$ cat src/rtl/mel_pkg.sv
// Shared constants and FSM encoding for the mel frame serializer.
package mel_pkg;

  localparam int unsigned N_BANDS = 64;
  localparam int unsigned BAND_W  = 6;
  localparam int unsigned GRP_W   = 7;

  typedef enum logic {
    IDLE = 1'b0,
    SEND = 1'b1
  } ser_state_e;

endpackage

$ cat src/rtl/mel_frame_buf.sv
// Two-slot ping-pong frame store: write port, current-slot and other-slot read selects.
module mel_frame_buf
  import mel_pkg::*;
#(
  parameter int unsigned I_BW = 14
) (
  input  logic                      clk,
  input  logic                      rst,
  input  logic                      wr_en,
  input  logic [I_BW*N_BANDS-1:0]   wr_data,
  input  logic [GRP_W-1:0]          wr_grp,
  input  logic                      rd_pop,
  output logic [I_BW*N_BANDS-1:0]   rd_data_c,
  output logic [I_BW*N_BANDS-1:0]   nx_data_c,
  output logic [GRP_W-1:0]          nx_grp_c,
  output logic [1:0]                occ
);

  localparam int unsigned FW = I_BW * N_BANDS;

  logic [FW-1:0]    slot_data [2];
  logic [GRP_W-1:0] slot_grp  [2];
  logic             wr_ptr;
  logic             rd_ptr;

  // Slot payload; contents only matter while occupancy marks them valid.
  always_ff @(posedge clk) begin
    if (wr_en) begin
      slot_data[wr_ptr] <= wr_data;
      slot_grp[wr_ptr]  <= wr_grp;
    end
  end

  // Pointers and occupancy; a simultaneous write and pop keep occupancy unchanged.
  always_ff @(posedge clk) begin
    if (!rst) begin
      wr_ptr <= 1'b0;
      rd_ptr <= 1'b0;
      occ    <= 2'd0;
    end else begin
      if (wr_en)  wr_ptr <= ~wr_ptr;
      if (rd_pop) rd_ptr <= ~rd_ptr;
      occ <= occ + 2'(wr_en) - 2'(rd_pop);
    end
  end

  assign rd_data_c = slot_data[rd_ptr];
  assign nx_data_c = slot_data[~rd_ptr];
  assign nx_grp_c  = slot_grp[~rd_ptr];

endmodule

$ cat src/rtl/mel_frame_serializer.sv
// Serializes packed 64-band mel frames into one band per accepted cycle.
// Optional build macro MEL_SER_CLAMP_NEG_EN: negative band values are output as 0.
module mel_frame_serializer #(
  parameter int unsigned I_BW    = 14,
  parameter int unsigned N_BANDS = 64
) (
  input  logic                         clk,
  input  logic                         rst,
  input  logic                         di_en,
  input  logic [I_BW*N_BANDS-1:0]      data_i,
  input  logic [mel_pkg::GRP_W-1:0]    in_group_num,
  input  logic                         o_ready,
  output logic                         do_en,
  output logic [I_BW-1:0]              data_o,
  output logic [mel_pkg::BAND_W-1:0]   band_idx,
  output logic                         is_first_out,
  output logic                         is_last_out,
  output logic [mel_pkg::GRP_W-1:0]    out_group_num,
  output logic                         overflow
);

  import mel_pkg::*;

  localparam int unsigned FW = I_BW * N_BANDS;
  localparam logic [BAND_W-1:0] LAST = BAND_W'(N_BANDS - 1);

  ser_state_e        state, state_nx;
  logic              do_en_nx;
  logic [I_BW-1:0]   data_nx;
  logic [BAND_W-1:0] idx_nx;
  logic              first_nx, last_nx;
  logic [GRP_W-1:0]  grp_nx;

  logic              xfer_c, last_xfer_c, accept_c, drop_c;
  logic [1:0]        occ;
  logic [FW-1:0]     rd_data_c, nx_data_c, start_data_c;
  logic [GRP_W-1:0]  nx_grp_c, start_grp_c;

  // Band b sits at bits [(63-b)*I_BW +: I_BW]; ~idx equals 63-idx for a 6-bit index.
  function automatic logic [I_BW-1:0] band_of(input logic [FW-1:0] frame,
                                              input logic [BAND_W-1:0] idx);
    logic [BAND_W-1:0] rev;
    logic [I_BW-1:0]   v;
    rev = ~idx;
    v   = I_BW'(frame >> (32'(rev) * I_BW));
`ifdef MEL_SER_CLAMP_NEG_EN
    // Negative values only come from upstream accumulator wrap.
    if (v[I_BW-1]) v = '0;
`endif
    return v;
  endfunction

  assign xfer_c      = do_en && o_ready;
  assign last_xfer_c = xfer_c && (band_idx == LAST);
  // A full buffer still accepts when band 63 leaves on the same edge.
  assign accept_c    = di_en && ((occ != 2'd2) || last_xfer_c);
  assign drop_c      = di_en && !accept_c;

  // Next frame comes from the other stored slot if one is waiting, else straight from the input.
  assign start_data_c = (occ == 2'd2) ? nx_data_c : data_i;
  assign start_grp_c  = (occ == 2'd2) ? nx_grp_c  : in_group_num;

  mel_frame_buf #(
    .I_BW (I_BW)
  ) u_buf (
    .clk       (clk),
    .rst       (rst),
    .wr_en     (accept_c),
    .wr_data   (data_i),
    .wr_grp    (in_group_num),
    .rd_pop    (last_xfer_c),
    .rd_data_c (rd_data_c),
    .nx_data_c (nx_data_c),
    .nx_grp_c  (nx_grp_c),
    .occ       (occ)
  );

  // State and output registers.
  always_ff @(posedge clk) begin
    if (!rst) begin
      state         <= IDLE;
      do_en         <= 1'b0;
      data_o        <= '0;
      band_idx      <= '0;
      is_first_out  <= 1'b0;
      is_last_out   <= 1'b0;
      out_group_num <= '0;
      overflow      <= 1'b0;
    end else begin
      state         <= state_nx;
      do_en         <= do_en_nx;
      data_o        <= data_nx;
      band_idx      <= idx_nx;
      is_first_out  <= first_nx;
      is_last_out   <= last_nx;
      out_group_num <= grp_nx;
      overflow      <= overflow | drop_c;
    end
  end

  // Next-state and next-output selection; outputs hold unless a band transfers or a frame starts.
  always_comb begin
    state_nx = state;
    do_en_nx = do_en;
    data_nx  = data_o;
    idx_nx   = band_idx;
    first_nx = is_first_out;
    last_nx  = is_last_out;
    grp_nx   = out_group_num;
    case (state)
      IDLE: begin
        if (accept_c) begin
          state_nx = SEND;
          do_en_nx = 1'b1;
          idx_nx   = '0;
          data_nx  = band_of(start_data_c, '0);
          first_nx = 1'b1;
          last_nx  = 1'b0;
          grp_nx   = start_grp_c;
        end
      end
      SEND: begin
        if (xfer_c) begin
          if (!last_xfer_c) begin
            idx_nx   = band_idx + BAND_W'(1);
            data_nx  = band_of(rd_data_c, idx_nx);
            first_nx = 1'b0;
            last_nx  = (idx_nx == LAST);
          end else if ((occ == 2'd2) || accept_c) begin
            idx_nx   = '0;
            data_nx  = band_of(start_data_c, '0);
            first_nx = 1'b1;
            last_nx  = 1'b0;
            grp_nx   = start_grp_c;
          end else begin
            state_nx = IDLE;
            do_en_nx = 1'b0;
            first_nx = 1'b0;
            last_nx  = 1'b0;
          end
        end
      end
      default: state_nx = IDLE;
    endcase
  end

endmodule

$ cat config.mk
export PLATFORM = sky130hd
export DESIGN_NAME = mel_frame_serializer
export DESIGN_NICKNAME = d
export VERILOG_FILES = /design/src/rtl/mel_pkg.sv /design/src/rtl/mel_frame_buf.sv /design/src/rtl/mel_frame_serializer.sv
export SDC_FILE = /design/constraint.sdc
export NUM_CORES = 2
export LEC_CHECK = 0
export ABC_AREA = 0
export CORE_ASPECT_RATIO = 1.2
export CORE_MARGIN = 4
export CORE_UTILIZATION = 25
export CTS_CLUSTER_SIZE = 30
export DETAILED_ROUTE_END_ITERATION = 7
export GPL_TIMING_DRIVEN = 0
export PLACE_DENSITY = 0.49
export SLEW_MARGIN = 15
export SYNTH_ARGS = -nofsm -noshare
export SYNTH_HDL_FRONTEND = slang
export SYNTH_SLANG_ARGS = --single-unit
$ cat constraint.sdc
create_clock -name clk -period 91.7 [get_ports clk]
set_input_delay 9.17 -clock clk [delete_from_list [all_inputs] [get_ports clk]]
set_output_delay 9.17 -clock clk [all_outputs]
set_load 0.05 [all_outputs]
==> results by stage <==
Run status:
- The run finished with clean final reports.

Detailed routing:
- The wire length per cell is 32.99 um.
- The DRC violation count after routing is 0.
- The mean number of vias per cell is around 4.6.
- The antenna violation net count after detailed routing is 0.
- The count of routing violations after the opening detailed-route iteration is approximately 3300.
- Wires add up to 274200 um.
- The number of optimization iterations in the first detailed-route pass is 5.
- The total via count after detailed routing is 37980.

Placement:
- Detailed placement finished with a half-perimeter wire length of 210600 um.
- Once placement completed, the tool counted placed cells totaling between 7000 and 8000.
- The count of port buffers added during placement is 936.
- At the end of routability-driven placement, the weighted congestion stood at roughly 0.79.

CTS:
- The CTS tree is yes.
- Once the clock tree was built, the setup fixing pass inserted 0 buffers.
- The number of hold buffers added after CTS was 0.
- The clock passes through at most 4 buffers.
- The latest clock arrival within the worst-skew pair is 0.91 ns.
- The clock tree root buffer cell is sky130_fd_sc_hd__clkbuf_16.
- Clock-pin slew was measured on the worst setup and hold paths at approximately 0.060 ns.
- The total clock buffers created by CTS is 201.
- The H-tree was split into 4 levels.
- The tree built by TritonCTS fans out to between 1500 and 2000 sinks.
- Once the clock tree was built, the resizer swapped 0 gates to a different size.

Timing:
- For the finished layout, the period the worst path requires is 12.59 ns.
- The final clock skew is 0.08525 ns.
- The number of pins exceeding their max-slew limit in the final report came to 0.
- Timing would allow up to 79.42 MHz.
- The number of endpoints with negative hold slack in the final report was 0.
- The pin slew with the least headroom to its limit is 1.307 ns.
- Setup violations remaining at the end of the flow were counted as 0.
- The relative slew slack is 0.1059.
- The share of the clock period used by the worst path after layout is 0.1373.
- On the final layout, the worst hold slack is around 0.46 ns.
- Setup repair after global routing left no endpoint under its margin.
- The setup TNS after final layout is 0 ns.

Worst setup path:
- The endpoint of the worst-slack reg-to-reg timing path is data_o[9]$_SDFFE_PN0P_.
- STA classifies the critical path startpoint as a primary input.
- The maximum fanout encountered on the critical timing path is 24.
- STA classifies the critical path endpoint as a flip-flop.
- The kind of critical path is in2reg.
- STA puts the critical path data required time at around 92 ns.
- The worst register-to-register path has a depth of 17.
- The worst register-to-register path has a setup slack of roughly 85 ns.
- The arrival time of the worst setup path is 13.14 ns.
- The worst register-to-register path begins at band_idx[0]$_SDFFE_PN0P_.

Synth:
- In the post-synthesis netlist, the biggest area contributors are sky130_fd_sc_hd__edfxtp_1 77%, sky130_fd_sc_hd__mux4_2 15%, sky130_fd_sc_hd__mux2i_1 1.7%, sky130_fd_sc_hd__dfxtp_1 1.0%, sky130_fd_sc_hd__nand2_1 0.58%.
- Synthesis instantiated 55 different standard cells from the library.
- The Yosys warning count is 0.
- Counting flops with an async set or reset pin after synthesis yields a share of 0.
- The average cell area after synthesis is between 20 and 25 um2.
- The cell accounting for the most synthesized area is sky130_fd_sc_hd__edfxtp_1.
- Of the post-synthesis cell area, the dominant cell type holds 0.7667.
- The synthesized design contains about 1800 enable-type register cells.
- Among all flip-flop cells after synthesis, the most frequent one is sky130_fd_sc_hd__edfxtp_1.
- After technology mapping, the gate count stands at 3091.
- The number of nets in the synthesized netlist is 4002.
- The share of the yosys chip area belonging to registers is 0.7772.
- In this run, synthesis produced a sequential element count of ~1800.
- After synthesis the cells add up to slightly above 70000 um2.

Floorplanning:
- The floorplan step defined a die boundary enclosing 291500 um2.
- Measured along the x axis, the die boundary spans 493.6 um.
- The height of the die is 590.7 um.
- The top-level port count is 938.
- The initial cell density of the core is 0.2516.
- The number of standard-cell rows in the floorplan is 213.
- The core footprint is between 200000 and 300000 um2.

Run:
- The tool flagged a number of max-cap violations equal to 0.

Power and ir drop:
- The fraction of power consumed by combinational cells is 0.091.
- Of the total power, registers draw 0.514.
- The power density over the cells is ~21 nW/um2.
- VDD sags by at most around 0.016 mV.
- Of the total power, the share spent switching nets is 0.2252.
- The internal power of the cells totals 1532 uW.
- Of the total power, the clock network draws 0.395.
- The switching power is between 400 and 500 uW.
- The leakage power figure is just under 0.03 uW.

Finish:
- The fraction of final layout cells with drive strength greater than 1 is 0.2160.
- At the end of the flow, the number of nets in the layout was 5212.
- The count of non-filler cells in the finished layout is 8310.
- Relative to the synthesized area, the layout overhead comes to 31.41%.
- The post-route core utilization is 0.3306.

GRT:
- The total overflow left after global routing is 0.
- The wire length of the first global-routing pass is 360500 um.
- Entering global routing, the biggest net connects 56 pins.
- The via count of the first global-routing pass was ~41000.
- The number of antenna violations at the first check in global routing came to 241.
- For this run, the total global-route usage over all layers was measured as 0.1836.

Min path:
- The worst hold path begins at out_group_num[2]$_SDFFE_PN0P_.
- The worst hold path cell count is 2.
- The class of the tightest hold or removal check is reg2reg.
- The path with the worst hold slack has its endpoint at out_group_num[2]$_SDFFE_PN0P_.
## area by class of cell
cell class,count,area (um2)
inverters,7,26.28
plain buffers,172,1008
repair buffers,1007,10980
flip-flops and latches,1843,54970
clock inverters,104,985.9
multi-input cells,1069,14800
fillers,26940,188200
clock buffers,251,5238
well taps,3762,4707
diodes,95,237.7
## state kept, by name (all words and copies together) (netlist names), 2 cells and up, named ones only
signal           flops
u_buf.slot_data   1792
data_o              14
u_buf.slot_grp      14
out_group_num        7
band_idx             6
u_buf.occ            2
## metrics by stage
step / total power (uW) / worst slack, ns / cell area (um2)
2_1_floorplan: 1198 / 42.44 / 70730
3_3_place_gp: 1355 / 16.81 / 84810
3_5_place_dp: 1218 / 78.22 / 86490
4_1_cts: 2007 / 79.12 / 92710
5_1_grt: 2051 / 78.86 / 92800
6_report: 1978 / 79.11 / 92950
## worst max-delay path by stage
| stage | startpoint | endpoint | slack [ns] |
|---|---|---|---|
| after global placement | o_ready | u_buf.slot_data[0][551]$_DFFE_PP_ | 16.81 |
| after CTS | o_ready | u_buf.slot_data[0][523]$_DFFE_PP_ | 79.12 |
| after floorplan | o_ready | u_buf.slot_data[0][0]$_DFFE_PP_ | 42.44 |
| final | o_ready | u_buf.slot_data[0][499]$_DFFE_PP_ | 79.11 |
| after global routing | o_ready | u_buf.slot_data[0][523]$_DFFE_PP_ | 78.86 |
| after detailed placement | o_ready | u_buf.slot_data[0][551]$_DFFE_PP_ | 78.22 |
## Yosys cell counts, types with 3 or more instances
master / count
sky130_fd_sc_hd__edfxtp_1: 1806
sky130_fd_sc_hd__mux4_2: 480
sky130_fd_sc_hd__mux2i_1: 117
sky130_fd_sc_hd__nand2_1: 110
sky130_fd_sc_hd__clkbuf_1: 56
sky130_fd_sc_hd__buf_4: 52
sky130_fd_sc_hd__nor2_1: 49
sky130_fd_sc_hd__a21oi_1: 47
sky130_fd_sc_hd__buf_2: 41
sky130_fd_sc_hd__o22ai_1: 39
sky130_fd_sc_hd__dfxtp_1: 37
sky130_fd_sc_hd__nand3_1: 24
sky130_fd_sc_hd__a22o_1: 23
sky130_fd_sc_hd__a211oi_1: 16
sky130_fd_sc_hd__nor4_1: 14
sky130_fd_sc_hd__a221oi_1: 13
sky130_fd_sc_hd__buf_6: 12
sky130_fd_sc_hd__buf_1: 11
sky130_fd_sc_hd__a22oi_1: 10
sky130_fd_sc_hd__o21ai_0: 10
sky130_fd_sc_hd__a211o_1: 9
sky130_fd_sc_hd__a31oi_1: 9
sky130_fd_sc_hd__nand2b_1: 9
sky130_fd_sc_hd__o41ai_1: 9
sky130_fd_sc_hd__a2111oi_0: 8
sky130_fd_sc_hd__nor3_1: 8
sky130_fd_sc_hd__inv_1: 7
sky130_fd_sc_hd__and2_1: 6
sky130_fd_sc_hd__xnor2_1: 5
sky130_fd_sc_hd__xor2_1: 5
sky130_fd_sc_hd__and3_1: 4
sky130_fd_sc_hd__ha_1: 4
sky130_fd_sc_hd__nand4_1: 4
sky130_fd_sc_hd__nor2b_1: 4
sky130_fd_sc_hd__or3_1: 4
sky130_fd_sc_hd__o311ai_0: 3
sky130_fd_sc_hd__or4_1: 3
## cell usage in the layout, fill, tap and decap left out, types with 10 or more instances in the layout
cell type                         instances
sky130_fd_sc_hd__a211oi_1                16
sky130_fd_sc_hd__a21oi_1                 47
sky130_fd_sc_hd__a221oi_1                13
sky130_fd_sc_hd__a22o_1                  23
sky130_fd_sc_hd__a22oi_1                 10
sky130_fd_sc_hd__buf_12                  36
sky130_fd_sc_hd__buf_16                  31
sky130_fd_sc_hd__buf_2                   49
sky130_fd_sc_hd__buf_4                   53
sky130_fd_sc_hd__buf_6                   12
sky130_fd_sc_hd__bufinv_16               14
sky130_fd_sc_hd__clkbuf_1                90
sky130_fd_sc_hd__clkbuf_16              201
sky130_fd_sc_hd__clkbuf_2                15
sky130_fd_sc_hd__clkdlybuf4s50_1        936
sky130_fd_sc_hd__clkinv_1                37
sky130_fd_sc_hd__clkinv_2                27
sky130_fd_sc_hd__clkinvlp_4              13
sky130_fd_sc_hd__dfxtp_1                 37
sky130_fd_sc_hd__diode_2                 95
sky130_fd_sc_hd__edfxtp_1              1806
sky130_fd_sc_hd__mux2i_1                117
sky130_fd_sc_hd__mux4_2                 480
sky130_fd_sc_hd__nand2_1                109
sky130_fd_sc_hd__nand3_1                 24
sky130_fd_sc_hd__nor2_1                  46
sky130_fd_sc_hd__nor4_1                  13
sky130_fd_sc_hd__o21ai_0                 10
sky130_fd_sc_hd__o22ai_1                 39
## power groups by stage
stage	registers (uW)	logic (uW)	clock network, uW
2_1_floorplan	1130	66.9	0
3_3_place_gp	1190	161	0
3_5_place_dp	1040	183	0
4_1_cts	1020	184	805
5_1_grt	1020	190	840
6_report	1020	180	781
## worst max-delay path, stage by stage
cell	delay, ns
sky130_fd_sc_hd__clkdlybuf4s50_1	0.53
sky130_fd_sc_hd__nand4_1	0.19
sky130_fd_sc_hd__o21ai_0	0.33
sky130_fd_sc_hd__nand2_1	0.22
sky130_fd_sc_hd__nor2_4	0.65
sky130_fd_sc_hd__buf_12	0.28
sky130_fd_sc_hd__buf_12	0.21
sky130_fd_sc_hd__buf_16	0.19
sky130_fd_sc_hd__buf_12	0.21
sky130_fd_sc_hd__buf_12	0.21
sky130_fd_sc_hd__buf_12	0.22
sky130_fd_sc_hd__buf_12	0.22
sky130_fd_sc_hd__buf_16	0.20
sky130_fd_sc_hd__buf_16	0.18
## layer usage
metal / share of wire / routed length [um] / global-route usage / vias to the layer above
li1: - / - / - / 15830
met1: 0.38 / 102900 / 0.2129 / 19900
met2: 0.50 / 136000 / 0.3134 / 1483
met3: 0.082 / 22360 / 0.06096 / 612
met4: 0.044 / 11970 / 0.07136 / 152
met5: 0.0035 / 961 / 0 / -
## cell families after synthesis
family	Yosys count	synth area share
buf+inv	179	0.01426
simple gates	243	0.01542
compound gates	212	0.02103
xor+xnor	12	0.001857
fa+ha+maj	4	0.0007076
mux	598	0.1695
flops	1843	0.7772
(Power assumes the default switching activity.)
